**src/rtl/ebi_bridge_if.sv**
```systemverilog
// External bus, command FIFO, sample FIFO and status signals of ebi_bridge.
// slave: bridge side; master: host/FIFO side.
interface ebi_bridge_if #(
  parameter int DATA_W    = 16,
  parameter int CMD_WORDS = 5,
  parameter int N_CH      = 1
);
  logic [DATA_W-1:0]           data_in;
  logic [DATA_W-1:0]           data_out;
  logic [18:0]                 addr;
  logic                        rd;
  logic                        wr;
  logic                        cs;
  logic [CMD_WORDS*DATA_W-1:0] cmd_fifo_data_in;
  logic                        cmd_fifo_wr_en;
  logic                        cmd_fifo_full;
  logic                        cmd_fifo_almost_full;
  logic [N_CH*DATA_W-1:0]      sample_fifo_data_out;
  logic [N_CH-1:0]             sample_fifo_rd_en;
  logic [N_CH-1:0]             sample_fifo_empty;
  logic [N_CH-1:0]             sample_fifo_full;
  logic [31:0]                 global_clock;
  logic                        irq;

  modport slave (
    input  data_in, addr, rd, wr, cs,
    input  cmd_fifo_full, cmd_fifo_almost_full,
    input  sample_fifo_data_out,
    input  sample_fifo_empty, sample_fifo_full,
    output data_out, cmd_fifo_data_in, cmd_fifo_wr_en,
    output sample_fifo_rd_en, global_clock, irq
  );

  modport master (
    output data_in, addr, rd, wr, cs,
    output cmd_fifo_full, cmd_fifo_almost_full,
    output sample_fifo_data_out,
    output sample_fifo_empty, sample_fifo_full,
    input  data_out, cmd_fifo_data_in, cmd_fifo_wr_en,
    input  sample_fifo_rd_en, global_clock, irq
  );
endinterface

```
**src/rtl/ebi_bridge.sv**
```systemverilog
// External bus bridge: command words -> cmd FIFO, sample FIFOs -> bus, STATUS/IRQ.
// Ports: clk, rst (async, active-high), b (ebi_bridge_if.slave).
// Optional 32-bit time counter enabled by macro EBI_BRIDGE_TIME_EN.
module ebi_bridge #(
  parameter int              DATA_W     = 16,
  parameter int              CMD_WORDS  = 5,
  parameter int              N_CH       = 1,
  parameter logic [DATA_W-1:0] EMPTY_WORD = DATA_W'(16'hDEAD)
) (
  input logic         clk,
  input logic         rst,
  ebi_bridge_if.slave b
);
  localparam logic [7:0] A_LAST = 8'(CMD_WORDS);
  localparam logic [7:0] A_S    = 8'(CMD_WORDS + 1);
  localparam logic [7:0] A_T    = 8'(CMD_WORDS + 1 + N_CH);
  localparam logic [7:0] A_RUN  = A_T + 8'd1;
  localparam logic [7:0] A_TL   = A_T + 8'd2;
  localparam logic [7:0] A_TH   = A_T + 8'd3;
  localparam logic [7:0] A_MASK = A_T + 8'd4;

  typedef enum logic [2:0] {
    IDLE, FETCH, COMMIT_WAIT, READ_WAIT, READ_NEXT
  } state_t;

  state_t            state;
  logic [7:0]        a;
  logic              wr_act, rd_act, is_ch;
  logic [1:0]        ch_a, ch_q;
  logic [1:0]        rd_s, wr_s;
  logic              rd_done, wr_done;
  logic              pulsed, overflow, stat_rd;
  logic              stat_clr, ov_set;
  logic [DATA_W-1:0] status, snapshot, mask, rd_word;
  logic [DATA_W-1:0] cap_rd, word_q;
  logic              emp_q;
  logic [DATA_W-1:0] cmd [CMD_WORDS];
  logic [DATA_W-1:0] cap [N_CH];
  logic [31:0]       cnt;

  assign a       = b.addr[7:0];
  assign wr_act  = b.cs & b.wr;
  assign rd_act  = b.cs & b.rd;
  assign is_ch   = (a >= A_S) && (a < A_T);
  assign ch_a    = 2'(a - A_S);
  // transaction ends: seen two cycles ago, gone one cycle ago
  assign rd_done = rd_s[1] & ~rd_s[0];
  assign wr_done = wr_s[1] & ~wr_s[0];
  assign stat_clr = rd_done & stat_rd;
  assign ov_set  = (state == COMMIT_WAIT) & wr_done & b.cmd_fifo_full;

  always_comb begin
    status    = '0;
    status[0] = b.cmd_fifo_full;
    status[1] = b.cmd_fifo_almost_full;
    status[2] = overflow;
    for (int i = 0; i < N_CH; i++) begin
      status[4+i] = b.sample_fifo_empty[i];
      status[8+i] = b.sample_fifo_full[i];
    end
  end

  always_comb begin
    cap_rd = '0;
    word_q = '0;
    emp_q  = 1'b1;
    for (int i = 0; i < N_CH; i++) begin
      if (ch_a == 2'(i)) cap_rd = cap[i];
      if (ch_q == 2'(i)) begin
        word_q = b.sample_fifo_data_out[i*DATA_W +: DATA_W];
        emp_q  = b.sample_fifo_empty[i];
      end
    end
  end

  always_comb begin
    b.cmd_fifo_data_in = '0;
    for (int i = 0; i < CMD_WORDS; i++)
      b.cmd_fifo_data_in[i*DATA_W +: DATA_W] = cmd[i];
  end

  always_comb begin
    rd_word = '0;
    unique case (1'b1)
      (a == 8'd0):  rd_word = status;
      is_ch:        rd_word = cap_rd;
      (a == A_TL):  rd_word = DATA_W'(cnt[15:0]);
      (a == A_TH):  rd_word = DATA_W'(cnt[31:16]);
      (a == A_MASK): rd_word = mask;
      default:      rd_word = '0;
    endcase
  end

  always_ff @(posedge clk or posedge rst) begin
    if (rst) begin
      state               <= IDLE;
      ch_q                <= '0;
      pulsed              <= 1'b0;
      overflow            <= 1'b0;
      snapshot            <= '0;
      stat_rd             <= 1'b0;
      b.cmd_fifo_wr_en    <= 1'b0;
      b.sample_fifo_rd_en <= '0;
      for (int i = 0; i < N_CH; i++) cap[i] <= EMPTY_WORD;
    end else begin
      b.cmd_fifo_wr_en    <= 1'b0;
      b.sample_fifo_rd_en <= '0;
      stat_rd  <= (rd_act && a == 8'd0) | (stat_rd & ~rd_done);
      if (stat_clr) snapshot <= status;
      // a new overflow beats the clear from a STATUS read
      overflow <= ov_set | (overflow & ~stat_clr);
      unique case (state)
        IDLE: state <= FETCH;
        FETCH: begin
          if (wr_act && a == A_LAST) begin
            state <= COMMIT_WAIT;
          end else if (rd_act && is_ch) begin
            ch_q  <= ch_a;
            state <= READ_WAIT;
          end
        end
        COMMIT_WAIT: begin
          if (wr_done) begin
            state <= FETCH;
            if (!b.cmd_fifo_full) b.cmd_fifo_wr_en <= 1'b1;
          end
        end
        READ_WAIT: begin
          if (rd_done) begin
            state  <= READ_NEXT;
            pulsed <= ~emp_q;
            for (int i = 0; i < N_CH; i++)
              if (ch_q == 2'(i) && !emp_q) b.sample_fifo_rd_en[i] <= 1'b1;
          end
        end
        READ_NEXT: begin
          state <= FETCH;
          for (int i = 0; i < N_CH; i++)
            if (ch_q == 2'(i)) cap[i] <= pulsed ? word_q : EMPTY_WORD;
        end
        default: state <= IDLE;
      endcase
    end
  end

  always_ff @(posedge clk or posedge rst) begin
    if (rst) begin
      rd_s       <= '0;
      wr_s       <= '0;
      mask       <= '0;
      b.data_out <= '0;
      b.irq      <= 1'b0;
      for (int i = 0; i < CMD_WORDS; i++) cmd[i] <= '0;
    end else begin
      rd_s  <= {rd_s[0], rd_act};
      wr_s  <= {wr_s[0], wr_act};
      b.irq <= |((status ^ snapshot) & mask);
      if (wr_act && a == A_MASK) mask <= b.data_in;
      for (int i = 0; i < CMD_WORDS; i++)
        if (wr_act && a == 8'(i + 1)) cmd[i] <= b.data_in;
      if (rd_act) b.data_out <= rd_word;
    end
  end

`ifdef EBI_BRIDGE_TIME_EN
  logic run;

  always_ff @(posedge clk or posedge rst) begin
    if (rst) begin
      cnt <= '0;
      run <= 1'b0;
    end else if (wr_act && a == A_T) begin
      cnt <= '0;
      run <= 1'b0;
    end else begin
      if (wr_act && a == A_RUN) run <= 1'b1;
      if (run) cnt <= cnt + 32'd1;
    end
  end
`else
  assign cnt = '0;
`endif

  assign b.global_clock = cnt;
endmodule

```
**src/flat_wrapper.sv**
```systemverilog
// flat-port wrapper written by rule: the top's interface ports become plain ports
module ebi_bridge_flat 
#(
  parameter int              DATA_W     = 16,
  parameter int              CMD_WORDS  = 5,
  parameter int              N_CH       = 1,
  parameter logic [DATA_W-1:0] EMPTY_WORD = DATA_W'(16'hDEAD)
)
  (clk, rst, b_data_in, b_addr, b_rd, b_wr, b_cs, b_cmd_fifo_full, b_cmd_fifo_almost_full, b_sample_fifo_data_out, b_sample_fifo_empty, b_sample_fifo_full, b_data_out, b_cmd_fifo_data_in, b_cmd_fifo_wr_en, b_sample_fifo_rd_en, b_global_clock, b_irq);
  ebi_bridge_if #(.DATA_W(DATA_W), .CMD_WORDS(CMD_WORDS), .N_CH(N_CH)) b_i ();
  input logic clk;
  input logic rst;
  input wire logic [$bits(b_i.data_in)-1:0] b_data_in;
  input wire logic [$bits(b_i.addr)-1:0] b_addr;
  input wire logic [$bits(b_i.rd)-1:0] b_rd;
  input wire logic [$bits(b_i.wr)-1:0] b_wr;
  input wire logic [$bits(b_i.cs)-1:0] b_cs;
  input wire logic [$bits(b_i.cmd_fifo_full)-1:0] b_cmd_fifo_full;
  input wire logic [$bits(b_i.cmd_fifo_almost_full)-1:0] b_cmd_fifo_almost_full;
  input wire logic [$bits(b_i.sample_fifo_data_out)-1:0] b_sample_fifo_data_out;
  input wire logic [$bits(b_i.sample_fifo_empty)-1:0] b_sample_fifo_empty;
  input wire logic [$bits(b_i.sample_fifo_full)-1:0] b_sample_fifo_full;
  output wire logic [$bits(b_i.data_out)-1:0] b_data_out;
  output wire logic [$bits(b_i.cmd_fifo_data_in)-1:0] b_cmd_fifo_data_in;
  output wire logic [$bits(b_i.cmd_fifo_wr_en)-1:0] b_cmd_fifo_wr_en;
  output wire logic [$bits(b_i.sample_fifo_rd_en)-1:0] b_sample_fifo_rd_en;
  output wire logic [$bits(b_i.global_clock)-1:0] b_global_clock;
  output wire logic [$bits(b_i.irq)-1:0] b_irq;
  assign b_i.data_in = b_data_in;
  assign b_i.addr = b_addr;
  assign b_i.rd = b_rd;
  assign b_i.wr = b_wr;
  assign b_i.cs = b_cs;
  assign b_i.cmd_fifo_full = b_cmd_fifo_full;
  assign b_i.cmd_fifo_almost_full = b_cmd_fifo_almost_full;
  assign b_i.sample_fifo_data_out = b_sample_fifo_data_out;
  assign b_i.sample_fifo_empty = b_sample_fifo_empty;
  assign b_i.sample_fifo_full = b_sample_fifo_full;
  assign b_data_out = b_i.data_out;
  assign b_cmd_fifo_data_in = b_i.cmd_fifo_data_in;
  assign b_cmd_fifo_wr_en = b_i.cmd_fifo_wr_en;
  assign b_sample_fifo_rd_en = b_i.sample_fifo_rd_en;
  assign b_global_clock = b_i.global_clock;
  assign b_irq = b_i.irq;
  ebi_bridge #(.DATA_W(DATA_W), .CMD_WORDS(CMD_WORDS), .N_CH(N_CH), .EMPTY_WORD(EMPTY_WORD)) u_core (.clk(clk), .rst(rst), .b(b_i));
endmodule
```
**config.mk**
```make
export PLATFORM = sky130hd
export DESIGN_NAME = ebi_bridge_flat
export DESIGN_NICKNAME = d
export VERILOG_FILES = /design/src/rtl/ebi_bridge_if.sv /design/src/rtl/ebi_bridge.sv /design/src/flat_wrapper.sv
export SDC_FILE = /design/constraint.sdc
export NUM_CORES = 1
export LEC_CHECK = 0
export ABC_AREA = 1
export BUFFER_PORTS_ARGS = -buffer_cell sky130_fd_sc_hd__buf_2
export CORE_ASPECT_RATIO = 0.75
export CORE_MARGIN = 2
export CORE_UTILIZATION = 24
export CTS_BUF_LIST = sky130_fd_sc_hd__clkbuf_4 sky130_fd_sc_hd__clkbuf_8 sky130_fd_sc_hd__clkbuf_16
export CTS_CLUSTER_DIAMETER = 200
export CTS_CLUSTER_SIZE = 8
export DETAILED_ROUTE_END_ITERATION = 8
export SKIP_LAST_GASP = 1
export SLEW_MARGIN = 20
export SYNTH_ARGS = -nofsm -noshare
export SYNTH_HDL_FRONTEND = slang
export SYNTH_SLANG_ARGS = --single-unit
```
**constraint.sdc**
```tcl
create_clock -name clk -period 9.2 [get_ports clk]
set_input_delay 0.92 -clock clk [delete_from_list [all_inputs] [get_ports clk]]
set_output_delay 0.92 -clock clk [all_outputs]
set_load 0.05 [all_outputs]
```
# Word-level counts from Yosys, hierarchy flattened
# Cells that the tools add are included.
[op_classes]
n_addsub = 1
mul = 0
div_mod_pow = 0
order_cmp = 2
eq_ne = 13
shifts = 0
mux = 15
bitwise = 19
n_reduce_logical = 21
[ops]
columns = ["cell", "n"]
rows = [
  ["$pmux W16 S3", 1],
  ["$mux W16", 2],
  ["$and A16 B16 Y16", 1],
  ["$eq A8 B2 Y1 const B", 2],
  ["$eq A8 B3 Y1 const B", 2],
  ["$reduce_or A16 Y1", 1],
  ["$mux W3", 4],
  ["$pmux W3 S4", 1],
  ["$logic_and A1 B1 Y1", 10],
  ["$and A1 B1 Y1", 9],
  ["$xor A9 B9 Y9", 1],
  ["$eq A8 B1 Y1 const B", 1],
  ["$eq A8 B4 Y1 const B", 1],
  ["$ge A8 B3 Y1 const B", 1],
  ["$logic_not A8 Y1", 1],
  ["$lt A8 B3 Y1 const B", 1],
  ["$mux W1", 7],
  ["$eq A3 B2 Y1 const B", 2],
  ["$not A1 Y1", 6],
  ["$reduce_and A3 Y1", 2],
  ["$logic_not A2 Y1", 2],
  ["$ne A2 B1 Y1 const B", 2],
  ["$reduce_and A2 Y1", 2],
  ["$eq A3 B1 Y1 const B", 1],
  ["7 further kinds", 8],
]
[totals]
ff_bits = 148
latchBits = 0
ram_bits = 0
mem_bits_ro = 0
input_bits = 60
out_inout_bits = 131
word_cells = 90
memories = 0

# Longest topological paths before layout
# Gate-level depths: netlist (run 1).
[logic_depth]
depth_word = 7
ltp_mapped = 9
ltp_nobuf = 8

# Worst setup path after synthesis (run 1)
# Ideal clock, no wire load.
[synth_path]
path_kind = "input-to-reg"
startpoint = "input b_addr[4]"
endpoint = "register u_core.cmd (netlist bit u_core.b.cmd_fifo_data_in[25])"
setup_time_ns = 0.122
arrival_time_ns = 1.802
slack_ns = 7.277
path_stages = 7
path_buffers = 1
cell_sequence = "nor2_1 nand2_2 nor3_4 nand3_2 buf_4 nand2_1 o21ai_2"
[synth_between]
elab_chain_len = 2
[synth_rtl]
columns = ["item", "line", "rtl"]
rows = [
  ["from (decl)", "flat_wrapper.sv:14", "input wire logic [$bits(b_i.addr)-1:0] b_addr;"],
  ["$eq A8 B2 Y1", "ebi_bridge.sv:160", "if (wr_act && a == 8'(i + 1)) cmd[i] <= b.data_in;"],
  ["$logic_and A1 B1 Y1", "ebi_bridge.sv:160", ""],
  ["to (signal, indexed assignment)", "ebi_bridge.sv:160", ""],
  ["to (decl)", "ebi_bridge.sv:37", "logic [DATA_W-1:0] cmd [CMD_WORDS];"],
]
# Every way passes these cells.
# A chain may end at the register's enable or synchronous reset.

# Final worst setup path (run 1)
[layout_path]
startpoint = "input b_cs"
endpoint = "register u_core.state[0]"
[layout_between]
elab_chain_len = 4
[layout_rtl]
columns = ["item", "line", "rtl"]
rows = [
  ["from (decl)", "flat_wrapper.sv:17", "input wire logic [$bits(b_i.cs)-1:0] b_cs;"],
  ["$and A1 B1 Y1, on equally long branches", "ebi_bridge.sv:42, ebi_bridge.sv:43", ""],
  ["$logic_and A1 B1 Y1, on equally long branches", "ebi_bridge.sv:115, ebi_bridge.sv:117", ""],
  ["$mux W3 or $ne A3 B1 Y1 (tied branches)", "n/a", ""],
  ["$pmux W3 S4 or $reduce_and A3 Y1 (tied branches)", "n/a", ""],
  ["to (signal assigned)", "ebi_bridge.sv:113", "IDLE: state <= FETCH;"],
  ["to (signal assigned)", "ebi_bridge.sv:116", "state <= COMMIT_WAIT;"],
  ["to (signal assigned)", "ebi_bridge.sv:119", "state <= READ_WAIT;"],
  ["to (decl)", "ebi_bridge.sv:26", "state_t state;"],
]
# Several ways; a longest one is shown, not always the timed one.

==> results of run 1 <==
==> per-stage QoR <==
stage	hold WS, ns	power, mW
after floorplan	0.354	0.845
after global routing	0.386	1.68
after global placement	0.359	0.883
after CTS	0.378	1.63
final	0.375	1.61
after detailed placement	0.364	0.885
==> metal layers <==
metal  vias up  routed length [um]
met2       132                7350
met4         2                 203
met5         -                  13
met3        18                 922
li1       2338                   -
met1      2209                8060
==> worst paths after layout <==
| check | from | depth (start not counted) | slack (ns) | endpoint |
|---|---|---|---|---|
| setup / recovery | b_cs | 7 | 6.89 | u_core.state[0]$_DFFE_PP0P_ |
| hold / removal | u_core.rd_s[0]$_DFF_PP0_ | 0 | 0.37 | u_core.rd_s[1]$_DFF_PP0_ |
| setup reg to reg | u_core.state[0]$_DFFE_PP0P_ | 6 | 7.83 | u_core.cap[5]$_DFFE_PP1P_ |
| hold reg to reg | u_core.rd_s[0]$_DFF_PP0_ | 0 | 0.37 | u_core.rd_s[1]$_DFF_PP0_ |
| max in group asynchronous | rst | 3 | 7.23 | u_core.snapshot[4]$_DFFE_PP0P_ |
| min in group asynchronous | rst | 2 | 0.68 | u_core.b.cmd_fifo_data_in[64]$_DFFE_PP0P_ |
==> report_power, final <==
group | switching, mW | internal, mW | total [mW]
registers | 0.0172 | 0.674 | 0.691
logic | 0.142 | 0.0375 | 0.180
clock network | 0.293 | 0.442 | 0.736
total | 0.453 | 1.15 | 1.61
==> synthesized netlist by cell type (2+ instances only) <==
cell and instances:
a21oi_1 2, buf_2 13, buf_4 34, buf_6 4, clkbuf_1 5, dfrtp_1 137, dfstp_2 11, inv_1 53
inv_2 2, nand2_1 203, nand2_2 4, nand3_1 24, nand3_2 3, nor2_1 10, nor2_4 2, nor3_1 3
nor3_2 2, o21ai_0 95, o21ai_1 28, o21ai_2 14, xor2_1 2
==> registers in the layout (all words and copies together) (netlist names), 2 cells and up <==
register / cells
u_core.b.cmd_fifo_data_in: 80
u_core.b.data_out: 16
u_core.snapshot: 5
u_core.rd_s: 2
u_core.wr_s: 2
u_core.mask: 16
u_core.ch_q: 2
u_core.cap: 16
u_core.state: 3
==> cell usage in the layout (no fill, tap or decap), drive strengths merged <==
| cell type | Yosys | routed |
|---|---|---|
| nand2 | 208 | 208 |
| buf | 52 | 149 |
| dfrtp | 137 | 137 |
| o21ai | 137 | 137 |
| inv | 55 | 60 |
| conb | 1 | 32 |
| nand3 | 27 | 27 |
| clkbuf | 6 | 19 |
| nor2 | 13 | 13 |
| dfstp | 11 | 11 |
| nor3 | 6 | 6 |
| clkinv | 1 | 5 |
| bufinv | 0 | 3 |
| a21oi | 2 | 2 |
| xor2 | 2 | 2 |
| nand4 | 2 | 2 |
| o21bai | 1 | 1 |
| a22o | 1 | 1 |
| or2 | 1 | 1 |
| a31oi | 1 | 1 |
| clkinvlp | 0 | 1 |
==> layout make-up <==
| class | instances | share of cell area (%) |
|---|---|---|
| sequential | 148 | 48.1 |
| clock buffer | 19 | 5.78 |
| timing repair buffer | 149 | 9.72 |
| inverter | 56 | 2.79 |
| clock inverter | 13 | 2.24 |
| tap | 338 | 5.47 |
| multi-input combinational | 433 | 25.9 |
==> logic make-up after synthesis <==
logic type	after synthesis	synth area share, %
simple gates	257	17.6
flops	148	59.9
compound gates	142	12.4
buf+inv	114	9.72
xor+xnor	2	0.282
other cells	1	0.0605
==> results.toml, run 1 <==
[outcome]
outcome = "complete, no violations"

[cells_and_area]
design_area_mm2 = 0.00772
area_delta_synth_final_pct = 24.5
layout.cells.non_filler = 1156
antenna_cells = 0
fillCellCount = 2728
final_util_pct = 30.7
multiInputGateArea_mm2 = 0.00200
seq_area_mm2 = 0.00372
drive_above_1_share_pct = 27.5
fin_nets = 865

[worst_setup_path]
critPathMaxStageDelay_ns = 0.65
crit_path_frequent_cell = "nand3_1"
criticalPathCategory = "in -> reg"
crit_chain = "buf_2 > nand2_2 > clkinv_1 > nand3_1 > nand3_1 > nand3_1 > nand2_1"
slowest_stage = "clkinv_1"
cp_max_fo = 19
crit_family = "simple AND/OR/NAND/NOR gates"
cp-end-kind = "flop"
critPathArrivalTime_ns = 2.62
crit_path_start_kind = "input port"
crit_required_ns = 9.51
worst-path-buf-inv = 2

[timing]
rsz0062_at_grt = "no"
fmax_ghz = 0.434
tns_ns = 0
clock-skew-final_ns = 0.0130
setup_ws_ns = 6.89
tightest_slew_ns = 0.832
fin_crit_ns = 2.31
slew_viol_final = 0
setup_viol = 0
slew_headroom_pct = 44.6
timing_hold_violations_final = 0
period_share_pct = 25.1

[grt]
grtUsageMet1_pct = 17.3
grtUsageTotal_pct = 12.5
met3_usage_pct = 4.15
grtUsageMet2_pct = 18.6
grt.overflow.total = 0
grt-busiest-layer = "met2"
grt_pass1_wl_mm = 25.6
grt_max_degree = 91
grt_pass1_vias = 4403
antenna_found_initial = 1

[route]
finalWirelength_mm = 16.6
drt_first_pass_iters = 4
ant_nets = 0
routed_via_density = 4.06
vias = 4699
wl_per_cell_um = 14.3
drt_iter0_markers = 230
drc_errors = 0

[synth]
syn_area_mm2 = 0.00620
synth_top_cell_area_share_pct = 55.3
synth_seq_cells = 148
synthArstFlopShare_pct = 100
ys_seq_area_share_pct = 59.9
synth_cell_types = 34
avgSynthCellArea_um2 = 9.34
yosys.area.top_type = "dfrtp_1"
postSynthCellCount = 664
ys_warn_count = 0
synthFlopType = "dfrtp_1"
synth_edf_count = 0
netlist_top_cells_area = "dfrtp_1 (55%), nand2_1 (12%), o21ai_0 (7.7%)"

[clock_tree]
clk_path_buf_depth = 2
cts_buffers = 17
cts.clk_slew.worst_paths_ns = 0.06
postCtsSetupBuffers = 0
htree_levels = 4
ctsHoldBuffers = 0
cts.sinks = 148
ctsResizeCount = 0
insertion_delay_ns = 0.43
cts_tree = "built"
root_buffer = "clkbuf_16"

[floorplan]
core_mm2 = 0.0251
num_io_pins = 191
rows = 50
start_util_pct = 24.7
dieHeight_um = 143
die-area_mm2 = 0.0272
die_w_um = 190

[power]
vdd.ir_drop.worst_uv = 118
p_per_area_mw_per_mm2 = 208
cellLeakagePower_nw = 4.11

[place]
dp_cells = 1124
place_area_mm2 = 0.00711
place.gp.congestion = 0.825
dp_hpwl_mm = 11.7
io_buffers = 147
pre_cts_ws_ns = 6.40

[flow_run]
max_cap_viol_count = 0

[worst_hold_path]
hp-class = "reg -> reg"
Power figures use the tool's default switching activity.
==> inputs of run 2 (changes only) <==
- clock period: 9.2 -> 2.05 ns (I/O delays scaled with it)
==> run 2 against run 1 <==
  * Largest power group unchanged
  * Critical path type is now reg -> reg
  * Sequential power grew to 4.5 times the previous value
  * Highest routed layer is now met4
  * Global-route usage is 0.44 points higher
  * Non-clock buffer count is 18 higher
  * Critical endpoint is now u_core.cap[2]$_DFFE_PP1P_
==> results.toml, run 2 (synthesis results as in run 1) <==
[timing]
setup_viol = 0
tns_ns = 0
period_share_pct = 68.3
rsz0062_at_grt = "no"
tightest_slew_ns = 0.622
slew_viol_final = 0
fmax_ghz = 0.714
fin_crit_ns = 1.40
slew_headroom_pct = 58.4
setup_ws_ns = 0.650
clock-skew-final_ns = 0.00901
timing_hold_violations_final = 0

[worst_setup_path]
rr_endpoint = "u_core.cap[2]$_DFFE_PP1P_"
cp-end-kind = "flop"
criticalPathCategory = "reg -> reg"
reg2reg_from = "u_core.state[0]$_DFFE_PP0P_"
cp_max_fo = 32
worst-r2r-setup-slack_ns = 0.65
reg2reg_depth = 6
critPathArrivalTime_ns = 1.75
crit_path_start_kind = "flop"
crit_required_ns = 2.40

[floorplan]
num_io_pins = 191
rows = 50
core_mm2 = 0.0251
die_w_um = 190
die-area_mm2 = 0.0272
start_util_pct = 24.7
dieHeight_um = 143

[grt]
grt.overflow.total = 0
grt_max_degree = 89
grtUsageTotal_pct = 13.0
grt_pass1_vias = 4728
antenna_found_initial = 0
grt_pass1_wl_mm = 26.6

[power]
cellLeakagePower_nw = 4.18
totalPowerFinal_mw = 7.13
p_per_area_mw_per_mm2 = 907
vdd.ir_drop.worst_uv = 542

[place]
pre_cts_ws_ns = 0.343
io_buffers = 147
place.gp.congestion = 0.805
dp_hpwl_mm = 12.0

[flow_run]
max_cap_viol_count = 0

[worst_hold_path]
hp-start = "b_sample_fifo_data_out[0]"
hold_depth = 3
hp-class = "in -> reg"
hold_path_end = "u_core.cap[0]$_DFFE_PP1P_"

[clock_tree]
postCtsSetupBuffers = 0
insertion_delay_ns = 0.43
cts_tree = "built"
clk_path_buf_depth = 2
cts.sinks = 148
htree_levels = 4
cts_buffers = 17
cts.clk_slew.worst_paths_ns = 0.06
root_buffer = "clkbuf_16"

[cells_and_area]
final_util_pct = 31.3
fin_nets = 883
antenna_cells = 0
area_delta_synth_final_pct = 26.8
final_cell_mix = "nand2_1 (203), buf_2 (147), dfrtp_1 (137), o21ai_0 (95), inv_1 (52)"
largest_register_ffs = 80
drive_above_1_share_pct = 28.1
mostFrequentLayoutCell = "nand2_1"

[route]
ant_nets = 0
drc_errors = 0
wl_per_cell_um = 14.6
vias = 4829
finalWirelength_mm = 17.1
drt_first_pass_iters = 4
drt_iter0_markers = 243
routed_via_density = 4.11

[outcome]
outcome = "complete, no violations"
## run 2: changes by cell type in the layout (fill, tap and decap cells not counted)
cell / previous run / this run
buf_12: 0 / 1
buf_4: 2 / 11
bufinv_16: 3 / 2
clkinv_4: 3 / 2
clkinvlp_4: 1 / 4
dlygate4sd3_1: 0 / 8
inv_6: 6 / 5
## run 2: timing repair
item | in CTS | in global routing
gates resized for setup | 0 | 0
hold endpoints to repair | 144 | 0
endpoints found under the setup margin | 0 | 0
hold buffers | 8 | 0
## run 2: power by group
part / internal [mW] / switching (mW)
sequential: 3.02 / 0.0794
clock: 1.86 / 1.34
combinational: 0.187 / 0.649
## run 2: worst max-delay path: stages, from the launching register on
cell     delay, ns
dfrtp_1       0.40
nor2_1        0.16
nand2_1       0.10
nor3_2        0.11
buf_4         0.30
o21ai_0       0.15
o21ai_0       0.10
## run 2: stage by stage
step           hold slack, ns  cells  area, um^2
6_report               0.0207   1174        7870
3_5_place_dp            0.334   1134        7190
5_1_grt                0.0177   1174        7870
3_3_place_gp            0.348   1134        7190
4_1_cts               0.00312   1174        7870
2_1_floorplan           0.278    695        6320
## run 2: routing by layer
metal | vias up | GRT usage [%] | wire [um] | share of wire, %
met5 | - | 0 | 0 | 0
met4 | 0 | 4.37 | 228 | 1.3
met3 | 19 | 3.39 | 821 | 4.8
met2 | 124 | 19.8 | 7690 | 45
met1 | 2301 | 17.8 | 8360 | 49
li1 | 2385 | - | - | -
## run 2: final cells by class
class                   count  area, um^2
fillers                  2695       17300
clock buffers              19         447
well taps                 338         423
repair buffers            167         918
inverters                  56         214
flip-flops and latches    148        3720
multi-input cells         433        2000
clock inverters            13         149
## run 2: worst max path at each step
stage / start / endpoint / slack [ns] / cells past startpoint
after floorplan: rst / u_core.b.cmd_fifo_data_in[0]$_DFFE_PP0P_ / -0.007 / 1
after global placement: b_cs / u_core.b.cmd_fifo_data_in[37]$_DFFE_PP0P_ / 0.39 / 6
after detailed placement: b_cs / u_core.b.cmd_fifo_data_in[37]$_DFFE_PP0P_ / 0.34 / 5
after CTS: u_core.state[0]$_DFFE_PP0P_ / u_core.cap[2]$_DFFE_PP1P_ / 0.63 / 6
after global routing: u_core.state[0]$_DFFE_PP0P_ / u_core.cap[3]$_DFFE_PP1P_ / 0.42 / 6
final: u_core.state[0]$_DFFE_PP0P_ / u_core.cap[2]$_DFFE_PP1P_ / 0.65 / 6
==> inputs of run 3 (changes only) <==
- clock period: 2.05 -> 1.4 ns (I/O delays scaled with it)
==> run 3 against run 2 <==
  * Final cell count increased by 2.3%
  * Clock power increased by 51%
  * Register-to-register slack got worse by 0.63 ns
  * Total power increased by 50%
  * Cell area increased by 5.3%
  * Global-route usage increased by 0.064 points
  * Clock skew decreased by 0.0015 ns
  * Worst hold slack improved by 0.062 ns
  * Sequential share of layout area decreased by 2.4 points
  * Critical path depth unchanged
==> results.toml, run 3 (synthesis results as in run 1) <==
[outcome]
outcome = "complete, no violations"

[grt]
antenna_found_initial = 0
grt_pass1_wl_mm = 26.9
grt_max_degree = 63
grt.overflow.total = 0
grt_pass1_vias = 4786
grtUsageTotal_pct = 13.0

[cells_and_area]
area_delta_synth_final_pct = 33.5
largest_register_ffs = 80
antenna_cells = 0
mostFrequentLayoutCell = "nand2_1"
drive_above_1_share_pct = 29.4
final_cell_mix = "nand2_1 (202), buf_2 (147), dfrtp_1 (137), o21ai_0 (82), inv_1 (52)"
design_area_mm2 = 0.00828
fin_nets = 910

[floorplan]
start_util_pct = 24.7
dieHeight_um = 143
rows = 50
die_w_um = 190
num_io_pins = 191
core_mm2 = 0.0251
die-area_mm2 = 0.0272

[worst_setup_path]
crit_path_start_kind = "flop"
cp_max_fo = 16
crit_required_ns = 1.71
worst-r2r-setup-slack_ns = 0.03
reg2reg_depth = 6
cp-end-kind = "flop"
criticalPathCategory = "reg -> reg"
rr_endpoint = "u_core.cap[1]$_DFFE_PP0P_"
reg2reg_from = "u_core.state[1]$_DFFE_PP0P_"
critPathArrivalTime_ns = 1.68

[power]
vdd.ir_drop.worst_uv = 782
cellLeakagePower_nw = 4.38
p_per_area_mw_per_mm2 = 1290
totalPowerFinal_mw = 10.7

[timing]
slew_headroom_pct = 58.5
fmax_ghz = 0.727
setup_viol = 0
slew_viol_final = 0
fin_crit_ns = 1.37
timing_hold_violations_final = 0
clock-skew-final_ns = 0.00746
setup_ws_ns = 0.0252
rsz0062_at_grt = "yes"
tightest_slew_ns = 0.623
period_share_pct = 98.2

[route]
vias = 4898
drt_first_pass_iters = 4
finalWirelength_mm = 17.2
drt_iter0_markers = 259
ant_nets = 0
routed_via_density = 4.08
wl_per_cell_um = 14.4
drc_errors = 0

[worst_hold_path]
hold_path_end = "u_core.b.cmd_fifo_data_in[28]$_DFFE_PP0P_"
hp-class = "in -> reg"
hp-start = "b_data_in[12]"
hold_depth = 3

[clock_tree]
insertion_delay_ns = 0.42
cts.sinks = 148
clk_path_buf_depth = 2
htree_levels = 4
cts_tree = "built"
root_buffer = "clkbuf_16"
cts_buffers = 17
cts.clk_slew.worst_paths_ns = 0.07

[flow_run]
max_cap_viol_count = 0

[place]
dp_hpwl_mm = 12.4
place_area_mm2 = 0.00737
io_buffers = 147
pre_cts_ws_ns = -0.0106
place.gp.congestion = 0.768
==> run 3: repair_timing <==
item / 4_1_cts / 5_1_grt
resized for setup: 0 / 20
buffers inserted: 0 / 3
hold endpoints to repair: 118 / 0
hold buffers: 21 / 0
endpoints found under the setup margin: 0 / 16
==> run 3: per-stage QoR <==
stage	cells	setup TNS, ns	hold WS, ns	utilization [%]
finish	1201	0	0.0828	32.9
global route	1201	-1.06	0.0811	32.9
floorplan	695	-82.75	0.213	-
detailed placement	1144	-0.0398	0.263	29.3
CTS	1197	0	0.0703	32.6
global placement	1144	0	0.258	29.3
==> run 3: how the worst max path moves through the flow <==
stage                                            from                                  endpoint  slack [ns]  cells after the start
after global placement                      b_addr[4]          u_core.b.data_out[6]$_DFFE_PP0P_        0.01                      8
after floorplan                                   rst  u_core.b.cmd_fifo_data_in[0]$_DFFE_PP0P_       -0.59                      1
after detailed placement                    b_addr[7]          u_core.b.data_out[6]$_DFFE_PP0P_       -0.01                      8
after global routing      u_core.state[1]$_DFFE_PP0P_                 u_core.cap[6]$_DFFE_PP0P_       -0.08                      6
after CTS                 u_core.state[1]$_DFFE_PP0P_                 u_core.cap[0]$_DFFE_PP1P_        0.04                      6
final                     u_core.state[1]$_DFFE_PP0P_                 u_core.cap[1]$_DFFE_PP0P_        0.03                      6
==> run 3: per-layer routing <==
layer	vias up	share of wire [%]	track usage, %	wire length [um]
met5	-	0	0	0
met4	0	0.79	3.18	136
met3	11	5.3	3.91	906
met2	129	44	20.1	7660
met1	2319	50	17.9	8540
li1	2439	-	-	-
==> run 3: worst max-delay path: stages, from the launching register on <==
cell and delay [ns]:
dfrtp_1 0.42, nor2_2 0.17, nand2_2 0.08, nor3_4 0.18, buf_4 0.16, clkbuf_16 0.17, o21ai_0 0.08
==> run 3: final cells by class <==
cell class / instances / area (um^2)
inverter: 56 / 214
tap: 338 / 423
timing repair buffer: 194 / 1270
clock inverter: 13 / 174
fill: 2645 / 16900
multi-input combinational: 433 / 2030
sequential: 148 / 3720
clock buffer: 19 / 453
==> run 3: power by group <==
part	leakage (nW)	internal [mW]	switching (mW)
Sequential	1.95	4.43	0.0958
Combinational	2.13	0.366	1.00
Clock	0.296	2.92	1.91
Total	4.38	7.72	3.01
